`src/rtl/uart_pattern_gen.sv`:
```
// uart_pattern_gen: 8N1 UART transmitter cycling FIRST_CHAR..LAST_CHAR; CR/LF line terminators under `UART_PATGEN_CRLF_EN
module uart_pattern_gen #(
   parameter int         CLK_FREQ        = 25_000_000,
   parameter int         BAUD_RATE       = 9600,
   parameter int         INTERVAL_CYCLES = 12_500_000,
   parameter logic [7:0] FIRST_CHAR      = 8'h41,
   parameter logic [7:0] LAST_CHAR       = 8'h5A,
   parameter int         LINE_LEN        = 26
) (
   input  logic        clk,
   input  logic        rst_n,
   input  logic        enable,
   input  logic        burst,
   output logic        tx,
   output logic        busy,
   output logic [7:0]  cur_char,
   output logic [15:0] char_count
);
   localparam int DIV = CLK_FREQ / BAUD_RATE;
   localparam int CW  = $clog2(DIV);
   localparam int TW  = $clog2(INTERVAL_CYCLES + 1);

   if (DIV < 2 || INTERVAL_CYCLES < 1 || FIRST_CHAR > LAST_CHAR || LINE_LEN < 1) begin : g_param_check
      $error("uart_pattern_gen: illegal parameter set");
   end

   typedef enum logic [2:0] {S_IDLE, S_WAIT, S_START, S_DATA, S_STOP} state_e;

   state_e        state_q;
   logic [CW-1:0] div_q;
   logic [2:0]    bit_q;
   logic [TW-1:0] tmr_q;
   logic [7:0]    sh_q;
   logic [7:0]    cur_q;
   logic [15:0]   cnt_q;
   logic          tx_q;
   logic          busy_q;
   logic          div_end;
   logic [7:0]    nxt_char;
   logic [7:0]    frame_byte;

   assign div_end  = div_q == CW'(DIV - 1);
   assign nxt_char = cur_q == LAST_CHAR ? FIRST_CHAR : cur_q + 8'd1;

`ifdef UART_PATGEN_CRLF_EN
   localparam int LW = $clog2(LINE_LEN + 1);
   logic [LW-1:0] line_q;
   logic [1:0]    term_q;
   logic          line_end;
   assign line_end   = line_q == LW'(LINE_LEN - 1);
   assign frame_byte = term_q == 2'd1 ? 8'h0D : term_q == 2'd2 ? 8'h0A : cur_q;
`else
   assign frame_byte = cur_q;
`endif

   // Frame sequencer: one registered FSM owns tx, busy, pattern position and counters
   always_ff @(posedge clk or negedge rst_n) begin
      if (!rst_n) begin
         state_q <= S_IDLE;
         div_q   <= '0;
         bit_q   <= '0;
         tmr_q   <= '0;
         sh_q    <= '0;
         cur_q   <= FIRST_CHAR;
         cnt_q   <= '0;
         tx_q    <= 1'b1;
         busy_q  <= 1'b0;
`ifdef UART_PATGEN_CRLF_EN
         line_q  <= '0;
         term_q  <= 2'd0;
`endif
      end else begin
         if (state_q == S_START || state_q == S_DATA || state_q == S_STOP)
            div_q <= div_end ? '0 : div_q + CW'(1);
         case (state_q)
            S_IDLE: if (enable) begin
               state_q <= S_WAIT;
               tmr_q   <= '0;
            end
            S_WAIT: if (!enable) state_q <= S_IDLE;
            else if (burst || tmr_q == TW'(INTERVAL_CYCLES)) begin
               state_q <= S_START;
               sh_q    <= frame_byte;
               tx_q    <= 1'b0;
               busy_q  <= 1'b1;
            end else tmr_q <= tmr_q + TW'(1);
            S_START: if (div_end) begin
               state_q <= S_DATA;
               bit_q   <= '0;
               tx_q    <= sh_q[0];
            end
            S_DATA: if (div_end) begin
               if (bit_q == 3'd7) begin
                  state_q <= S_STOP;
                  bit_q   <= '0;
                  tx_q    <= 1'b1;
               end else begin
                  bit_q <= bit_q + 3'd1;
                  tx_q  <= sh_q[1];
                  sh_q  <= sh_q >> 1;
               end
            end
            S_STOP: if (div_end) begin
               state_q <= enable ? S_WAIT : S_IDLE;
               tmr_q   <= '0;
               busy_q  <= 1'b0;
               cnt_q   <= cnt_q + 16'd1;
`ifdef UART_PATGEN_CRLF_EN
               if (term_q == 2'd0) begin
                  cur_q  <= nxt_char;
                  line_q <= line_end ? '0 : line_q + LW'(1);
                  term_q <= line_end ? 2'd1 : 2'd0;
               end else term_q <= term_q == 2'd1 ? 2'd2 : 2'd0;
`else
               cur_q <= nxt_char;
`endif
            end
            default: state_q <= S_IDLE;
         endcase
      end
   end

   assign tx         = tx_q;
   assign busy       = busy_q;
   assign cur_char   = cur_q;
   assign char_count = cnt_q;
endmodule
```
`config.mk`:
```
export PLATFORM = sky130hd
export DESIGN_NAME = uart_pattern_gen
export DESIGN_NICKNAME = d
export VERILOG_FILES = /design/src/rtl/uart_pattern_gen.sv
export SDC_FILE = /design/constraint.sdc
export NUM_CORES = 1
export LEC_CHECK = 0
export BUFFER_PORTS_ARGS = -buffer_cell sky130_fd_sc_hd__clkbuf_2
export CAP_MARGIN = 20
export CORE_MARGIN = 2
export CORE_UTILIZATION = 54
export DETAILED_ROUTE_END_ITERATION = 10
export PLACE_DENSITY = 0.76
export SLEW_MARGIN = 10
export SYNTH_ARGS = -nofsm -noshare
export SYNTH_HDL_FRONTEND = slang
export SYNTH_SLANG_ARGS = --single-unit
```
`constraint.sdc`:
```
create_clock -name clk -period 2.15 [get_ports clk]
set_clock_uncertainty 0.05 [all_clocks]
set_input_delay 0.215 -clock clk [delete_from_list [all_inputs] [get_ports clk]]
set_output_delay 0.215 -clock clk [all_outputs]
set_load 0.03 [all_outputs]
```
# == Yosys cells after proc, flatten, opt, wreduce, memory -nomap -nowiden ==
# Index checks and enable logic that the tools add are counted.
# totals
register_bits,76
latchBits,0
ram_bits,0
romBits,0
inputBits,4
out_inout_bits,26
wordCells,83
n_memories,0
# op_classes
n_addsub,5
multipliers,0
div,0
order_cmp,0
eq_ne,18
n_shift,0
n_mux,35
bitwise,0
reduce_logical,16
# op_table
cell,n
$mux W24,4
$pmux W24 S3,1
$mux W8,5
$mux W3,10
$add A24 B1 Y24 const B,1
$eq A24 B24 Y1 const B,1
$add A16 B1 Y16 const B,1
$ne A2 B2 Y1 const B,8
$pmux W8 S2,1
$pmux W3 S5,1
$reduce_and A5 Y1,3
$add A12 B1 Y12 const B,1
$eq A12 B12 Y1 const B,1
$mux W12,1
$mux W1,9
$add A8 B1 Y8 const B,1
$eq A8 B7 Y1 const B,1
$eq A3 B2 Y1 const B,2
$eq A3 B3 Y1 const B,2
$pmux W3 S2,1
$reduce_and A6 Y1,1
$reduce_bool A2 Y1,3
$reduce_bool A3 Y1,2
$reduce_and A4 Y1,1
other kinds (10),12

# == Logic depth before layout (Yosys ltp) ==
# Gate-level depths: netlist of the first run.
# depth
word_depth,5
mapped_depth,8
ltp_nobuf,7

# == Least setup slack after synthesis of the first run ==
# Ideal clock, no wire load.
# synth_timing
kind,reg-to-reg
startpoint,register state_q[0]
endpoint,"register cur_q[7], in the netlist cur_char[7]"
setup_time_ns,0.080
arrival_ns,1.999
required_ns,2.020
setup_slack_ns,0.020
path_stages_with_launch,8
path_buffers,3
synth_period_minus_slack_ns,2.130
path_cell_list,dfrtp_1 buf_6 or3b_1 buf_6 or4_4 buf_6 nor3_4 xor2_1
# synth_via
elab_chain_len,2
# synth_rtl
element,line_no,rtl
start: declaration,29,state_e state_q;
start signal: assignment,104,state_q <= enable ? S_WAIT : S_IDLE;
$eq A3 B3 Y1,75,case (state_q)
$reduce_and A2 Y1 (no line),-,
end signal: assignment,115,cur_q <= nxt_char;
end: declaration,34,logic [7:0] cur_q;
# No other way between the ends.
# A chain may end at the register's enable or synchronous reset.

# == Worst setup path after layout of the first run ==
# layout_timing
startpoint,register tmr_q[0]
endpoint,register sh_q[6]
# layout_via
elab_chain_len,4
# layout_rtl
element,line_no,rtl
start: declaration,32,logic [TW-1:0] tmr_q;
start signal: assignment,86,end else tmr_q <= tmr_q + TW'(1);
$eq A24 B24 Y1,81,else if (burst || tmr_q == TW'(INTERVAL_CYCLES)) begin
$logic_or A1 B1 Y1,81,
$ne A2 B2 Y1 (no line),-,
$reduce_and A5 Y1 (no line),-,
end signal: assignment,83,sh_q <= frame_byte;
end signal: assignment,100,sh_q <= sh_q >> 1;
end: declaration,33,logic [7:0] sh_q;
# No other way between the ends.

==> results of run 1 <==
-- power by group through the flow --
stage,Clock [mW],Sequential [mW],Combinational (mW)
finish,1.09,1.68,0.760
global placement,0,1.69,0.663
global route,1.16,1.70,0.836
floorplan,0,1.70,0.422
CTS,1.11,1.67,0.714
detailed placement,0,1.69,0.686
-- cell usage after synthesis (12+ instances only) --
cell and n:
xnor2_1 18, nand3_1 26, a31oi_1 23, o21ai_0 22, a21oi_1 22, and3_1 12
nand2_1 50, nand4_1 14, dfrtp_1 73, mux2_2 13, nor2_1 29, inv_1 17
-- sequential cells by signal, indices dropped and copies added (netlist names) --
signal and count:
sh_q 8, busy 1, state_q 3, div_q 12, tx 1, char_count 16
tmr_q 24, cur_char 8, bit_q 3
-- cell families (layout without fill, tap and decap cells) --
kind of cell    count (synthesis)  after routing  share of synthesized area [%]
simple gates                  176            176                           23.2
compound gates                 96             96                           14.8
flops                          76             76                           46.4
buf+inv                        32            109                           3.53
xor+xnor                       26             26                           5.54
mux                            15             15                           4.05
fa+ha+maj                       8              8                           2.44
-- worst paths after layout --
kind	to
max in group asynchronous	tmr_q[0]
min	state_q[1]
min in group asynchronous	char_count[4]
min reg2reg	char_count[15]
max reg2reg	sh_q[6]
max	sh_q[6]
-- critical path: stages, from the launching register on --
cell	delay [ps]
dfrtp_1	430
inv_2	110
ha_4	130
nor4bb_4	200
nand4_1	220
o31ai_4	300
o221ai_4	220
mux2_4	340
-- area by class of cell --
cell class	instances	area, sq um	area share [%]
Multi-Input combinational cell	321	2160	43.3
Inverter	17	63.8	1.28
Tap cell	99	124	2.49
Timing Repair Buffer	76	532	10.7
Sequential cell	76	1910	38.3
Clock inverter	4	51.3	1.03
Clock buffer	12	145	2.92
-- routing by layer --
metal	routed length (um)	global-route usage (%)
met5	0	0
met4	137	8.84
met3	373	3.65
met2	4530	36.8
met1	4530	34.7
-- what timing repair did --
item                       in CTS  in global routing
hold endpoints to repair       45                  0
resized for setup               9                 12
setup endpoints to repair      14                 32
hold buffers                    1                  0
pin swaps                       3                  8
buffers inserted                1                  4
==> out/qor.csv, run 1 <==
metric,value,unit
root buf cell,clkbuf_8,
Netlist cell types,62,
"FFs w/ async S/R, synth",100,%
DP HPWL,6840,um
"Reg clk slew, reported paths",80,ps
"commonest cells after routing, fill and taps aside","dfrtp_1 (73), nand2_1 (50), buf_4 (44)",
status,finished clean,
P_sw,1.05,mW
syn_nets,441,
DR DRC count,0,
Mapped Area,4110,sq um
# H-tree levels,3,
Slew HR,52.9,%
Initial Utilization,56.3,%
Die Y,91.2,um
Clock power frac,30.9,%
Fmax achieved,0.475,GHz
Power Total,3.53,mW
R2R Path Start,tmr_q[0],
Row Count,31,
combinational power share,21.5,%
Boundary Pins,30,
cell taking the most area after synthesis,dfrtp_1,
PD cells,709,nW/um^2
fin util,68.3,%
Slew Limit Fails,0,
CTS max path bufs,2,
Layout Nets,513,
Leak,2.22,nW
area share of the largest cell type after synthesis,44.5,%
final worst setup slack,46.9,ps
DRT antenna net count,0,
Yosys reg bits,76,
unrepaired setup endpoints after global routing,yes,
"Max FO, Critical Path",8,
worst hold slack,235,ps
Hold Fails Final Rpt,0,
Tcrit/Tclk final,97.8,%
post-synthesis sequential area ratio,46.4,%
final setup violation count,0,
worst vdd ir,435,uV
Syn Inst Count,429,
vias post-DR,3545,
routed vias/inst,5.86,
Mean Syn Cell Area,9.58,sq um
ratio of cells with drive above 1 in the final layout,25.1,%
Overflow after GRT,0,
Critical Path Start Type,flip-flop,
First-pass DRT Iterations,5,
CTS tree,built,
Worst Hold Class,input port to flip-flop,
Switching Fraction,29.7,%
number of synthesized flops with an enable pin,0,
Post-Route WL,9570,um
GRT Resource Usage Total,24.0,%
"Data required, critical path",2340,ps
CTS sink cnt,76,
dpl cell area,4630,sq um
max-cap viol count,0,
WL per Instance,15.8,um
CP Launch Point,tmr_q[0],
internal power,2.48,mW
vias in the first global route,3364,
largest net degree at the start of global routing,50,
n_diodes,0,
antenna violations before repair,0,
Tmin final,2100,ps
TNS Setup,0,ps
Synth area leaders,"dfrtp_1 (44%), nand2_1 (4.6%), xnor2_1 (3.8%)",
endpoint type of the worst setup path,flip-flop,
first-pass GRT wire length,16100,um
Inst Count DP,583,
"non-filler cells, final",605,
CTS buffer count,9,
worst hold stages,3,
CP Class,flip-flop to flip-flop,
Synth Warn #,0,
die area,8320,sq um
data arrival time at the worst-slack endpoint,2290,ps
global placer's final weighted congestion,0.907,
fin area,4980,sq um
sequential power share,47.6,%
Core ar.,7290,sq um
Die X,91.2,um
FF-to-FF setup slack,50,ps
Worst-Skew Late Latency,350,ps
PortBufs,29,
Post-Place Worst Slack,-104,ps
"most common cell after layout, fill and taps aside",dfrtp_1,
Least-Margin Pin Slew,700,ps
hold path startpoint,enable,
"Top FF cell, synth",dfrtp_1,
1st-iter DRT viols,254,
Fillers,578,
worst r2r path cells,7,
area grow syn2layout,21.2,%
Power figures use the tool's default switching activity.
==> run 2, diff against run 1 <==
--- a/config.mk
+++ b/config.mk
@@ -7,7 +7,6 @@
 export LEC_CHECK = 0
 export BUFFER_PORTS_ARGS = -buffer_cell sky130_fd_sc_hd__clkbuf_2
 export CAP_MARGIN = 20
-export CORE_MARGIN = 2
 export CORE_UTILIZATION = 54
 export DETAILED_ROUTE_END_ITERATION = 10
 export PLACE_DENSITY = 0.76
==> out/qor.csv, run 2 (same netlist as run 1, synthesis figures left out) <==
metric,value,unit,change
data arrival time at the worst-slack endpoint,2380,ps,+90 ps
vias in the first global route,3306,,-1.7%
n_diodes,0,,unchanged
first-pass GRT wire length,16100,um,-0.38%
unrepaired setup endpoints after global routing,yes,,
GRT Resource Usage Total,26.6,%,+2.6 points
max-cap viol count,0,,unchanged
1st-iter DRT viols,280,,+10%
largest reg by FF count,tmr_q,,
worst r2r path cells,7,,unchanged
"commonest cells after routing, fill and taps aside","dfrtp_1 (73), nand2_1 (50), buf_4 (45)",,
WL per Instance,16.3,um,+2.8%
ratio of cells with drive above 1 in the final layout,26.2,%,+1.1 points
final setup violation count,5,,+5
endpoint type of the worst setup path,flip-flop,,
Worst-Skew Late Latency,360,ps,about the same
Layout Nets,514,,+0.19%
failing checks,negative setup slack,,
Slew HR,53.9,%,+1.0 points
"Max FO, Critical Path",8,,unchanged
largest net degree at the start of global routing,44,,-12%
Leak,2.24,nW,+0.91%
die area,7960,sq um,-4.3%
vias post-DR,3634,,+2.5%
DR DRC count,0,,unchanged
CTS tree,built,,
worst hold stages,3,,unchanged
"Reg clk slew, reported paths",80,ps,about the same
"Data required, critical path",2340,ps,about the same
Fmax achieved,0.458,GHz,-3.6%
Die Y,89.2,um,-2.2%
Worst Hold Class,input port to flip-flop,,
DP HPWL,6770,um,-1.1%
routed vias/inst,6.00,,+2.3%
Row Count,31,,unchanged
Overflow after GRT,0,,unchanged
Boundary Pins,30,,unchanged
area of the multi-input gates,2160,sq um,+0.12%
root buf cell,clkbuf_8,,
Slew Limit Fails,0,,unchanged
# H-tree levels,3,,unchanged
CTS max path bufs,2,,unchanged
DRT antenna net count,0,,unchanged
CP Class,flip-flop to flip-flop,,
CTS buffer count,9,,unchanged
area grow syn2layout,22.3,%,
Least-Margin Pin Slew,691,ps,-8.97 ps
final worst setup slack,-32.5,ps,-79.5 ps
Hold Fails Final Rpt,0,,unchanged
antenna violations before repair,0,,unchanged
CTS sink cnt,76,,unchanged
worst vdd ir,452,uV,+4.0%
Tmin final,2180,ps,+79.5 ps
PortBufs,29,,unchanged
Core ar.,7290,sq um,unchanged
Tcrit/Tclk final,102,%,+3.7 points
First-pass DRT Iterations,5,,unchanged
"most common cell after layout, fill and taps aside",dfrtp_1,,
sequential cell area,1910,sq um,unchanged
number of flip-flops in the largest register,24,,unchanged
status,"complete, but fails checks",,
Post-Route WL,9860,um,+3.0%
Power Total,3.73,mW,+5.6%
Critical Path Start Type,flip-flop,,
TNS Setup,-38.7,ps,-38.7 ps
global placer's final weighted congestion,0.905,,-0.15%
fin util,68.9,%,+0.62 points
Fillers,554,,-4.2%
Die X,89.2,um,-2.2%
Initial Utilization,56.3,%,unchanged
PD cells,742,nW/um^2,+4.6%
-- run 2: cell types whose count changed in the layout (fill, tap and decap cells not counted), sizes merged --
| cell | before | now |
|---|---|---|
| clkbuf | 40 | 38 |
| inv | 17 | 19 |
| buf | 47 | 48 |
| bufinv | 1 | 2 |
| clkinv | 2 | 1 |
-- run 2: metal layers --
| layer | share of wire, % | routed length (um) | global-route usage [%] | vias up |
|---|---|---|---|---|
| met5 | 0 | 0 | 0 | - |
| met4 | 1.6 | 161 | 8.80 | 0 |
| met3 | 3.8 | 378 | 4.43 | 15 |
| met2 | 48 | 4730 | 42.7 | 108 |
| met1 | 47 | 4590 | 37.1 | 1787 |
| li1 | - | - | - | 1724 |
-- run 2: through the flow --
| step | hold slack [ps] | worst slack [ps] | instance area [sq um] | instances |
|---|---|---|---|---|
| after global routing | 244 | -124 | 5020 | 606 |
| after CTS | 216 | 10.5 | 4900 | 599 |
| final | 218 | -32.5 | 5020 | 606 |
| after floorplan | -131 | 20.4 | 4110 | 429 |
| after global placement | 138 | 34.1 | 4620 | 582 |
| after detailed placement | 140 | -69.9 | 4620 | 582 |
-- run 2: worst max-delay path, cell delays in order (launching register included) --
cell and delay [ps]:
dfrtp_1 410, inv_2 90, ha_4 130, nor4bb_4 210, nand4_1 230, o31ai_4 370
o221ai_4 230, mux2_4 340
-- run 2: power breakdown --
part | internal [mW] | switching, mW
clock | 0.695 | 0.573
combinational | 0.364 | 0.411
sequential | 1.56 | 0.127
-- run 2: area by class of cell --
type,instances,share of cell area [%]
Multi-Input combinational cell,321,43.0
Timing Repair Buffer,77,10.7
Inverter,17,1.27
Clock buffer,10,2.74
Clock inverter,6,1.87
Tap cell,99,2.47
Sequential cell,76,37.9
-- run 2: what timing repair did --
action,4_1_cts,5_1_grt
pin swaps,0,7
endpoints found under the setup margin,8,39
setup buffers,0,7
hold buffers,1,0
resized for setup,4,20
endpoints found under the hold margin,33,0
-- run 2: final timing paths --
path,start,end,slack [ps]
worst max-delay path,tmr_q[1],sh_q[2],-30
worst min-delay path,enable,state_q[1],220
worst max register to register,tmr_q[1],sh_q[2],-30
worst min register to register,char_count[7],char_count[7],440
max in group asynchronous,rst_n,cur_char[6],1130
min in group asynchronous,rst_n,char_count[4],280
==> run 3, diff against run 2 <==
--- a/config.mk
+++ b/config.mk
@@ -9,6 +9,7 @@
 export CAP_MARGIN = 20
 export CORE_UTILIZATION = 54
 export DETAILED_ROUTE_END_ITERATION = 10
+export GPL_ROUTABILITY_DRIVEN = 0
 export PLACE_DENSITY = 0.76
 export SLEW_MARGIN = 10
 export SYNTH_ARGS = -nofsm -noshare
==> constraint.sdc (replaced) <==
create_clock -name clk -period 2.15 [get_ports clk]
set_clock_uncertainty 0.05 [all_clocks]
set_input_delay 0.3225 -clock clk [delete_from_list [all_inputs] [get_ports clk]]
set_output_delay 0.3225 -clock clk [all_outputs]
set_load 0.03 [all_outputs]
==> out/qor.csv, run 3 (same netlist as run 1, synthesis figures left out) <==
metric,value,unit,change
status,"complete, but fails checks",,
failing checks,negative setup slack,,
first-pass GRT wire length,15800,um,-1.8%
area grow syn2layout,20.4,%,
vias post-DR,3604,,-0.83%
Critical Path Start Type,flip-flop,,
Fillers,567,,+2.3%
vias in the first global route,3405,,+3.0%
final worst setup slack,-19.2,ps,+13.4 ps
PD cells,707,nW/um^2,-4.8%
Initial Utilization,56.3,%,unchanged
CP Launch Point,tmr_q[0],,
post-route met1 wirelength,4400,um,-4.2%
worst hold slack,384,ps,+166 ps
data arrival time at the worst-slack endpoint,2360,ps,-20 ps
Layout Nets,512,,-0.39%
routed vias/inst,5.97,,-0.50%
largest reg by FF count,tmr_q,,
Die Y,89.2,um,unchanged
Worst-Skew Late Latency,350,ps,about the same
"commonest cells after routing, fill and taps aside","dfrtp_1 (73), nand2_1 (50), buf_4 (42)",,
ratio of cells with drive above 1 in the final layout,24.8,%,-1.5 points
CTS tree,built,,
met2 wire length,4670,um,-1.4%
area of the multi-input gates,2140,sq um,-0.64%
Fmax achieved,0.461,GHz,+0.62%
die area,7960,sq um,unchanged
# H-tree levels,3,,unchanged
DR DRC count,0,,unchanged
CP Class,flip-flop to flip-flop,,
WL per Instance,16.0,um,-1.7%
sequential cell area,1910,sq um,unchanged
Die X,89.2,um,unchanged
Row Count,31,,unchanged
First-pass DRT Iterations,5,,unchanged
Core ar.,7290,sq um,unchanged
DRT antenna net count,0,,unchanged
met3 routed WL,462,um,+22%
worst vdd ir,386,uV,-15%
Power Total,3.50,mW,-6.2%
Tcrit/Tclk final,101,%,-0.62 points
Inst Count DP,581,,-0.17%
Worst Hold Class,input port to flip-flop,,
CTS sink cnt,76,,unchanged
Tmin final,2170,ps,-13.4 ps
DP HPWL,6560,um,-3.1%
worst hold stages,3,,unchanged
"Max FO, Critical Path",8,,unchanged
Slew Limit Fails,0,,unchanged
unrepaired setup endpoints after global routing,yes,,
hold path startpoint,enable,,
reg2reg end,sh_q[1],,
worst r2r path cells,7,,unchanged
Post-Route WL,9660,um,-2.0%
R2R Path Start,tmr_q[0],,
largest net degree at the start of global routing,42,,-4.5%
number of flip-flops in the largest register,24,,unchanged
Boundary Pins,30,,unchanged
PortBufs,29,,unchanged
fin util,67.8,%,-1.0 points
Hold Fails Final Rpt,0,,unchanged
CTS max path bufs,2,,unchanged
Least-Margin Pin Slew,651,ps,-39.6 ps
Top Layer Used,met4,,
"Reg clk slew, reported paths",80,ps,about the same
Post-Place Worst Slack,-41.5,ps,+28.5 ps
final setup violation count,1,,-4
n_diodes,0,,unchanged
"Data required, critical path",2340,ps,about the same
GRT Resource Usage Total,26.0,%,-0.65 points
Slew HR,56.2,%,+2.2 points
Leak,2.21,nW,-1.4%
FF-to-FF setup slack,-20,ps,about the same
antenna violations before repair,0,,unchanged
"non-filler cells, final",604,,-0.33%
Overflow after GRT,0,,unchanged
"most common cell after layout, fill and taps aside",dfrtp_1,,
1st-iter DRT viols,270,,-3.6%
CTS buffer count,9,,unchanged
max-cap viol count,0,,unchanged
Setup crit end,sh_q[1],,
root buf cell,clkbuf_8,,
endpoint type of the worst setup path,flip-flop,,
==> run 3: final cells by class <==
| type | count | share of cell area [%] |
|---|---|---|
| Clock buffer | 13 | 3.21 |
| Clock inverter | 3 | 0.430 |
| Inverter | 17 | 1.29 |
| Multi-Input combinational cell | 321 | 43.4 |
| Sequential cell | 76 | 38.5 |
| Tap cell | 99 | 2.50 |
| Timing Repair Buffer | 75 | 10.7 |
==> run 3: worst min path at each step <==
stage	end	slack, ps
after floorplan	bit_q[0]	-20
after global placement	char_count[15]	280
after detailed placement	char_count[15]	300
after CTS	state_q[1]	380
after global routing	state_q[1]	380
final	state_q[1]	380
==> run 3: repair_timing <==
item	in CTS	in global routing
pin swaps	0	8
hold buffers	1	0
resized for setup	4	17
setup buffers	0	6
setup endpoints to repair	7	42
endpoints found under the hold margin	37	0
==> run 3: layer usage <==
metal	track usage, %	up-vias
met5	0	-
met4	8.66	0
met3	5.82	15
met2	40.9	108
met1	35.7	1761
li1	-	1720
==> run 3: through the flow <==
step / TNS (ps) / cell area, sq um
floorplan: 0 / 4110
global placement: 0 / 4620
detailed placement: -227 / 4620
CTS: 0 / 4830
global route: -918 / 4950
finish: -19.2 / 4950
==> run 3: worst max-delay path, stage by stage (launching register included) <==
cell and delay [ps]:
dfrtp_1 420, inv_2 100, ha_4 130, nor4bb_4 210, nand4_1 230, o31ai_4 350, o221ai_4 230, mux2_4 350
==> run 3: where the power goes <==
group | switching (mW) | total, mW | internal, mW
sequential | 0.136 | 1.69 | 1.56
combinational | 0.409 | 0.788 | 0.379
clock | 0.532 | 1.02 | 0.484
total | 1.08 | 3.50 | 2.42
